==> src/rtl/gol_vga_renderer.sv <==
// gol_vga_renderer: renders the 16x16 Game of Life board as a 640x480@60 Hz VGA image.
// The board is latched once per frame at the start of vertical blanking, so every displayed
// frame shows exactly one generation. Pixel timing is derived from the system clock through
// a divide-by-CLK_DIV enable strobe.
// Optional build macro GOL_GRID_LINES_EN: draws a 12'h444 line on the first pixel row and
// column of every cell.
module gol_vga_renderer #(
  parameter int unsigned CLK_DIV   = 4,
  parameter int unsigned CELL_PX   = 24,
  parameter int unsigned X_OFF     = 128,
  parameter int unsigned Y_OFF     = 48,
  parameter logic [11:0] ALIVE_RGB = 12'hFFF,
  parameter logic [11:0] DEAD_RGB  = 12'h000,
  parameter logic [11:0] BG_RGB    = 12'h222
) (
  input  logic         clk,
  input  logic         reset,
  input  logic [255:0] board_i,
  output logic [3:0]   vga_r,
  output logic [3:0]   vga_g,
  output logic [3:0]   vga_b,
  output logic         hsync,
  output logic         vsync,
  output logic         frame_o
);

  // 640x480@60 timing, counted in pixel ticks / lines.
  localparam logic [9:0] HVisible   = 10'd640;
  localparam logic [9:0] HSyncStart = 10'd656;
  localparam logic [9:0] HSyncEnd   = 10'd751;
  localparam logic [9:0] HLast      = 10'd799;
  localparam logic [9:0] VVisible   = 10'd480;
  localparam logic [9:0] VSyncStart = 10'd490;
  localparam logic [9:0] VSyncEnd   = 10'd491;
  localparam logic [9:0] VLast      = 10'd524;

  localparam int unsigned BoardPx = 16 * CELL_PX;
  localparam logic [9:0]  XLo     = 10'(X_OFF);
  localparam logic [9:0]  XHi     = 10'(X_OFF + BoardPx);
  localparam logic [9:0]  YLo     = 10'(Y_OFF);
  localparam logic [9:0]  YHi     = 10'(Y_OFF + BoardPx);

  localparam int unsigned DivW = (CLK_DIV > 1) ? $clog2(CLK_DIV) : 1;
  localparam int unsigned SubW = (CELL_PX > 1) ? $clog2(CELL_PX) : 1;
  localparam logic [DivW-1:0] DivLast = DivW'(CLK_DIV - 1);
  localparam logic [SubW-1:0] SubLast = SubW'(CELL_PX - 1);

`ifdef GOL_GRID_LINES_EN
  localparam logic [11:0] GridRgb = 12'h444;
`endif

  logic [DivW-1:0] divider_q, divider_d;
  logic            pix_en;
  logic [9:0]      h_cnt_q, h_cnt_d;
  logic [9:0]      v_cnt_q, v_cnt_d;
  // In-cell sub-pixel and cell index, tracked alongside h_cnt/v_cnt; only meaningful
  // while the counters are inside the board area.
  logic [SubW-1:0] x_sub_q, x_sub_d;
  logic [SubW-1:0] y_sub_q, y_sub_d;
  logic [3:0]      x_cell_q, x_cell_d;
  logic [3:0]      y_cell_q, y_cell_d;

  logic [255:0]    board_q;
  logic [11:0]     rgb_q;
  logic            hsync_q;
  logic            vsync_q;
  logic            frame_q;

  logic            in_visible;
  logic            in_board;
  logic [7:0]      cell_idx;
  logic [11:0]     pix_rgb;
  logic            latch_hit;

  // Pixel strobe divider.
  always_comb begin
    pix_en    = (divider_q == DivLast);
    divider_d = pix_en ? '0 : divider_q + 1'b1;
  end

  // Next-state for the raster counters and the incremental cell coordinates.
  always_comb begin
    h_cnt_d  = h_cnt_q;
    v_cnt_d  = v_cnt_q;
    x_sub_d  = x_sub_q;
    x_cell_d = x_cell_q;
    y_sub_d  = y_sub_q;
    y_cell_d = y_cell_q;
    if (pix_en) begin
      h_cnt_d = (h_cnt_q == HLast) ? 10'd0 : h_cnt_q + 10'd1;
      if (h_cnt_d == XLo) begin
        x_sub_d  = '0;
        x_cell_d = 4'd0;
      end else if (x_sub_q == SubLast) begin
        x_sub_d  = '0;
        x_cell_d = x_cell_q + 4'd1;
      end else begin
        x_sub_d = x_sub_q + 1'b1;
      end
      if (h_cnt_q == HLast) begin
        v_cnt_d = (v_cnt_q == VLast) ? 10'd0 : v_cnt_q + 10'd1;
        if (v_cnt_d == YLo) begin
          y_sub_d  = '0;
          y_cell_d = 4'd0;
        end else if (y_sub_q == SubLast) begin
          y_sub_d  = '0;
          y_cell_d = y_cell_q + 4'd1;
        end else begin
          y_sub_d = y_sub_q + 1'b1;
        end
      end
    end
  end

  // Colour of the pixel addressed by the current counters.
  always_comb begin
    in_visible = (h_cnt_q < HVisible) && (v_cnt_q < VVisible);
    in_board   = (h_cnt_q >= XLo) && (h_cnt_q < XHi) && (v_cnt_q >= YLo) && (v_cnt_q < YHi);
    cell_idx   = {y_cell_q, x_cell_q};
    pix_rgb    = 12'h000;
    if (in_visible) begin
      if (in_board) begin
        pix_rgb = board_q[cell_idx] ? ALIVE_RGB : DEAD_RGB;
`ifdef GOL_GRID_LINES_EN
        if ((x_sub_q == '0) || (y_sub_q == '0)) begin
          pix_rgb = GridRgb;
        end
`endif
      end else begin
        pix_rgb = BG_RGB;
      end
    end
    latch_hit = pix_en && (h_cnt_q == 10'd0) && (v_cnt_q == VVisible);
  end

  // Divider, raster counters and cell coordinates.
  always_ff @(posedge clk or posedge reset) begin
    if (reset) begin
      divider_q <= '0;
      h_cnt_q   <= 10'd0;
      v_cnt_q   <= 10'd0;
      x_sub_q   <= '0;
      x_cell_q  <= 4'd0;
      y_sub_q   <= '0;
      y_cell_q  <= 4'd0;
    end else begin
      divider_q <= divider_d;
      h_cnt_q   <= h_cnt_d;
      v_cnt_q   <= v_cnt_d;
      x_sub_q   <= x_sub_d;
      x_cell_q  <= x_cell_d;
      y_sub_q   <= y_sub_d;
      y_cell_q  <= y_cell_d;
    end
  end

  // Board snapshot taken at the start of vertical blanking, with its one-clk marker.
  always_ff @(posedge clk or posedge reset) begin
    if (reset) begin
      board_q <= '0;
      frame_q <= 1'b0;
    end else begin
      frame_q <= latch_hit;
      if (latch_hit) begin
        board_q <= board_i;
      end
    end
  end

  // Colour and syncs registered together so they stay aligned.
  always_ff @(posedge clk or posedge reset) begin
    if (reset) begin
      rgb_q   <= 12'h000;
      hsync_q <= 1'b1;
      vsync_q <= 1'b1;
    end else if (pix_en) begin
      rgb_q   <= pix_rgb;
      hsync_q <= !((h_cnt_q >= HSyncStart) && (h_cnt_q <= HSyncEnd));
      vsync_q <= !((v_cnt_q >= VSyncStart) && (v_cnt_q <= VSyncEnd));
    end
  end

  assign vga_r   = rgb_q[11:8];
  assign vga_g   = rgb_q[7:4];
  assign vga_b   = rgb_q[3:0];
  assign hsync   = hsync_q;
  assign vsync   = vsync_q;
  assign frame_o = frame_q;

endmodule

==> config.mk <==
export PLATFORM = sky130hd
export DESIGN_NAME = gol_vga_renderer
export DESIGN_NICKNAME = d
export VERILOG_FILES = /design/src/rtl/gol_vga_renderer.sv
export SDC_FILE = /design/constraint.sdc
export NUM_CORES = 1
export LEC_CHECK = 0
export ABC_AREA = 1
export ABC_CLOCK_PERIOD_IN_PS = 26300
export CORE_MARGIN = 1.5
export CORE_UTILIZATION = 29
export CTS_BUF_LIST = sky130_fd_sc_hd__clkbuf_16
export DETAILED_ROUTE_END_ITERATION = 10
export PLACE_DENSITY = 0.59
export SLEW_MARGIN = 20
export SYNTH_ARGS = -nofsm -noshare
export SYNTH_HDL_FRONTEND = slang
export SYNTH_SLANG_ARGS = --single-unit
==> constraint.sdc <==
create_clock -name clk -period 26.3 [get_ports clk]
set_clock_uncertainty 0.1 [all_clocks]
set_input_delay 5.26 -clock clk [delete_from_list [all_inputs] [get_ports clk]]
set_output_delay 5.26 -clock clk [all_outputs]
set_load 0.005 [all_outputs]
==> impl_metrics.yaml, run 1 <==
outcome:
  status: "complete, no violations"
detailed_routing:
  drcViolationCount: 0
  final_antenna_net_count: 0
  vias_per_cell: 4.59
  first_pass_iters: 5
  wire_per_inst_um: 15.9
  routed_wl_um: 46300
  drtIter0Drc: 1079
  vias: 13400
power:
  power_leakage_nw: 8.77
  peakVddDrop_uv: 35.3
  power_per_cell_area_mw_per_mm2: 52.3
logic_synthesis:
  yosysSeqAreaShare_pct: 50.5
  synth.most_common_cell: "nand2_1"
  syn_nets: 2281
  postSynthAreaPerCell_um2: 7.41
  synth_seq_cells: 301
  syn_inst: 2013
  synthDistinctLibCells: 40
  yosysTopAreaCell: "dfrtp_1"
  synthFlopType: "dfrtp_1"
  synth_edf_count: 0
  synthArstFlopShare_pct: 100
  ys_top_cells_by_count: "nand2_1 (956), dfrtp_1 (299), nand3_1 (213)"
  yosysWarnings: 0
  synth.area.top_cells: "dfrtp_1 (50%), nand2_1 (24%), nand3_1 (7.1%)"
  syn_area_mm2: 0.0149
  synth_top_area_share_pct: 50.1
die:
  core_mm2: 0.0505
  chipWidth_um: 230
  initial_utilization_pct: 29.6
  die_h_um: 230
  rows: 82
  io_pins: 273
  die_area_mm2: 0.0528
setup_path:
  end_kind: "async pin"
  arrival_ps: 8030
  worstSetupPathType: "input pin to async pin"
  rrSetupSlack_ps: 22550
  r2r_cells: 8
  cp_max_fo: 101
  cp.required_ps: 26640
  endpoint: "x_cell_q[0]"
  r2r_start: "h_cnt_q[5]"
  start_kind: "input pin"
  rr_endpoint: "board_q[169]"
  startpoint: "reset"
grt:
  grtUsageTotal_pct: 17.5
  grt_overflow: 0
  grt_max_degree: 115
  first_global_vias: 13400
  antenna_found_initial: 1
  grt_pass1_wl_um: 73400
timing:
  min_period_over_period_pct: 29.2
  tightestPinTransition_ps: 1040
  finalHoldViolations: 0
  drv_slew: 0
  fin_crit_ps: 7690
  finalSetupViolations: 0
  rsz0062_at_grt: "no"
  setup_tns_ps: 0
  max_freq_mhz: 130
  max_slew_margin_pct: 30.8
clock_tree:
  clkLatencyLatePin_ps: 550
  cts_root_buffer: "clkbuf_16"
  cts_buffers: 38
  cts.sinks: 301
  post_cts_buffers: 0
  cts_buffer_depth: 3
  path_clk_slew_ps: 60
  htree_levels: 2
  postCtsHoldBufs: 0
  post_cts_resized: 0
  cts_tree: "done"
place:
  dp_hpwl_um: 30000
  placed_area_mm2: 0.0180
  gp_congestion: 0.849
  io_buffers: 272
finish:
  area_growth_pct: 28.5
  drive_above_1_share_pct: 4.37
  fin_nets: 2484
  fin_area_mm2: 0.0192
  n_antenna_cell: 0
hold_path:
  hold_path.class: "flop to flop"
job:
  cap_violations: 0
==> metrics by stage <==
stage | setup slack, ps | instances | total power, mW | util, % | hold WS (ps)
final | 18610 | 2915 | 1.00 | 38.0 | 327
after CTS | 18410 | 2915 | 1.02 | 38.0 | 335
after global routing | 18090 | 2915 | 1.04 | 38.0 | 341
after floorplan | 12630 | 2013 | 0.478 | - | 303
after global placement | 17870 | 2848 | 0.523 | 35.7 | 315
after detailed placement | 17800 | 2848 | 0.523 | 35.7 | 327
==> layout by cell type, fill, tap and decap left out, types with 2 or more instances in the layout <==
cell type          n
nand2_2            6
o22ai_1            2
dfstp_2            2
inv_2              3
nor2_1            65
ha_1              10
nand3_1          213
clkinv_2           7
o21ai_0          124
nand3_2            3
bufinv_16          2
clkinv_1           8
clkbuf_16         38
xor2_1             9
buf_4             15
inv_6              3
inv_1            135
nor2_2             3
nand4_1            9
nand2_1          956
o211ai_1          13
o21ai_1            6
dfrtp_4            2
nor3_1             5
inv_8              2
a21oi_1           12
clkdlybuf4s50_1  272
a2111oi_0          2
dfrtp_1          296
==> sequential cells by signal, indices dropped and copies added (netlist names), 2 cells and up <==
name and count:
x_sub_q 5, divider_q 2, board_q 256, h_cnt_q 10
rgb_q 2, y_cell_q 4, v_cnt_q 10, x_cell_q 4
y_sub_q 5
==> worst max-delay path, cell delays in order <==
cell	delay, ps
clkdlybuf4s50_1	490
inv_8	500
buf_4	820
buf_4	850
==> how the worst min path moves through the flow <==
| stage | cells after the start | from | end | slack, ps |
|---|---|---|---|---|
| 6_report | 1 | divider_q[0] | divider_q[0] | 330 |
| 5_1_grt | 1 | divider_q[0] | divider_q[0] | 340 |
| 4_1_cts | 1 | divider_q[0] | divider_q[0] | 330 |
| 3_5_place_dp | 1 | divider_q[0] | divider_q[0] | 330 |
| 3_3_place_gp | 1 | divider_q[0] | divider_q[0] | 320 |
| 2_1_floorplan | 1 | divider_q[0] | divider_q[0] | 300 |
==> power breakdown <==
part           switching, mW  internal (mW)
sequential                 0          0.463
clock                  0.206          0.283
combinational         0.0173         0.0336
total                  0.223          0.780
==> metal layers <==
metal / global-route usage [%] / up-vias / part of all wire (%)
met5: 0 / - / 0.022
met4: 5.43 / 2 / 2.1
met3: 2.58 / 67 / 5.0
met2: 27.5 / 346 / 45
met1: 24.6 / 6271 / 48
li1: - / 6708 / -
==> logic make-up after synthesis <==
logic type	count (synthesis)	share of synthesized area (%)
xor gates and xnor gates	9	0.528
and+or+nand+nor	1271	34.8
AOI/OAI and AO/OA	163	5.83
buffers and inverters	259	7.56
adders and majority gates	10	0.838
DFF	301	50.5
==> final cells by class <==
type,instances,area (um^2)
Fill cell,5296,31300
Clock buffer,38,951
Inverter,134,520
Timing Repair Buffer,288,2850
Tap cell,672,841
Multi-Input combinational cell,1453,6270
Clock inverter,29,203
Sequential cell,301,7540
(Power assumes the default switching activity.)
==> run 2: changes to the inputs <==
- ABC_CLOCK_PERIOD_IN_PS: 26300 -> 6350
- PLACE_DENSITY: 0.59 -> 0.61
- clock period: 26.3 -> 6.35 ns (I/O delays scaled with it)
==> run 2 against run 1 <==
Sequential cell count stayed put. Sequential power grew to 4.1 times the previous value. Non-clock buffer count is 5 lower. Highest routed layer is now met4. Global-route usage is 0.18 points lower. Routed wire length is 1.2% lower. Via count is 1.8% higher. Largest power group unchanged. Design area hardly changed.
==> impl_metrics.yaml, run 2 (synthesized netlist as in run 1, its figures left out) <==
timing:
  tightestPinTransition_ps: 1090
  max_freq_mhz: 273
  fin_ws_ps: 2690
  setup_tns_ps: 0
  fin_crit_ps: 3660
  max_slew_margin_pct: 27.1
  drv_slew: 0
  finalSetupViolations: 0
  min_period_over_period_pct: 57.7
  finalHoldViolations: 0
  rsz0062_at_grt: "no"
finish:
  fin_util_pct: 37.9
  largest_registers: "board_q (256), h_cnt_q (10), v_cnt_q (10)"
  area_growth_pct: 28.4
  largest_register_ffs: 256
  regMostFlops: "board_q"
  drive_above_1_share_pct: 4.03
  fin_area_mm2: 0.0192
  layout_common_cells: "nand2_1 (956), dfrtp_1 (296), clkdlybuf4s50_1 (272), nand3_1 (213), inv_1 (130)"
  fin_nets: 2478
  layout_commonest_cell: "nand2_1"
  n_fill_cell: 5250
setup_path:
  crit_path_frequent_cell: "buf_4"
  rrSetupSlack_ps: 2690
  rr_endpoint: "board_q[88]"
  crit_chain: "ha_1, buf_4, inv_1, nor4_4, nand3_4, buf_4, buf_4, nand2_1, nand2_1"
  worstSetupPathType: "flop to flop"
  cpMaxStageDelayCell: "buf_4"
  r2r_cells: 9
  arrival_ps: 4030
  cp.required_ps: 6710
  end_kind: "flop"
  start_kind: "flop"
  crit_path_max_incr_delay_ps: 850
  r2r_start: "divider_q[0]"
  cp_max_fo: 93
job:
  cap_violations: 0
die:
  rows: 82
  chipWidth_um: 230
  die_h_um: 230
  die_area_mm2: 0.0528
  core_mm2: 0.0505
  initial_utilization_pct: 29.6
  io_pins: 273
power:
  power_leakage_nw: 8.72
  power_per_cell_area_mw_per_mm2: 216
  peakVddDrop_uv: 128
  p_total_mw: 4.14
clock_tree:
  cts_root_buffer: "clkbuf_16"
  clkLatencyLatePin_ps: 540
  post_cts_buffers: 0
  cts_tree: "done"
  post_cts_resized: 0
  path_clk_slew_ps: 50
  cts.sinks: 301
  postCtsHoldBufs: 0
  htree_levels: 2
  cts_buffers: 37
  cts_buffer_depth: 3
detailed_routing:
  first_pass_iters: 5
  drcViolationCount: 0
  vias: 13600
  vias_per_cell: 4.69
  routed_wl_um: 45800
  drtIter0Drc: 1270
  final_antenna_net_count: 0
  wire_per_inst_um: 15.7
place:
  io_buffers: 272
  gp_congestion: 0.808
  post-place-ws_ps: 2680
  dp_hpwl_um: 30400
  placed_area_mm2: 0.0180
grt:
  grt_max_degree: 222
  antenna_found_initial: 2
  grt_overflow: 0
  first_global_vias: 13400
  grt_pass1_wl_um: 73100
  grtUsageTotal_pct: 17.3
hold_path:
  hold_path.class: "flop to flop"
  whs_path_depth: 1
  holdPathEnd: "divider_q[0]"
  min-delay-start: "divider_q[0]"
outcome:
  status: "complete, no violations"
-- run 2: worst max-delay path by stage --
| stage | startpoint | endpoint | slack (ps) |
|---|---|---|---|
| 3_3_place_gp | divider_q[0] | board_q[103] | 2770 |
| 5_1_grt | divider_q[0] | board_q[92] | 2340 |
| 4_1_cts | divider_q[0] | board_q[88] | 2630 |
| 2_1_floorplan | reset | board_q[0] | 980 |
| 3_5_place_dp | divider_q[0] | board_q[23] | 2680 |
| 6_report | divider_q[0] | board_q[88] | 2690 |
-- run 2: worst max-delay path, delay by kind of cell, from the launching register on --
kind                       cells  cell delay [ps]
adders and majority gates      1              190
buffers and inverters          4             2340
DFF                            1              380
and+or+nand+nor                4              520
-- run 2: per-stage QoR --
| step | hold slack, ps | cells |
|---|---|---|
| detailed placement | 323 | 2843 |
| global route | 360 | 2905 |
| floorplan | 303 | 2013 |
| CTS | 330 | 2905 |
| finish | 327 | 2906 |
| global placement | 313 | 2843 |
-- run 2: cell type report --
cell class	count	area, um^2	share of cell area (%)
timing repair buffer	283	2840	14.8
multi-input combinational	1453	6270	32.7
inverter	134	522	2.72
clock buffer	39	976	5.09
tap	672	841	4.39
antenna	1	2.50	0.0131
clock inverter	23	160	0.836
sequential	301	7540	39.4
-- run 2: per-layer routing --
layer,global-route usage [%],wire length (um)
met2,27.2,20800
met3,2.26,2730
met4,4.45,876
met1,24.9,21400
met5,0,0
-- run 2: power breakdown --
group	total (mW)	switching [mW]	leakage, nW	internal [mW]
clock	2.00	0.816	0.573	1.18
combinational	0.217	0.0762	5.33	0.141
sequential	1.92	0	2.83	1.92
total	4.14	0.892	8.72	3.24
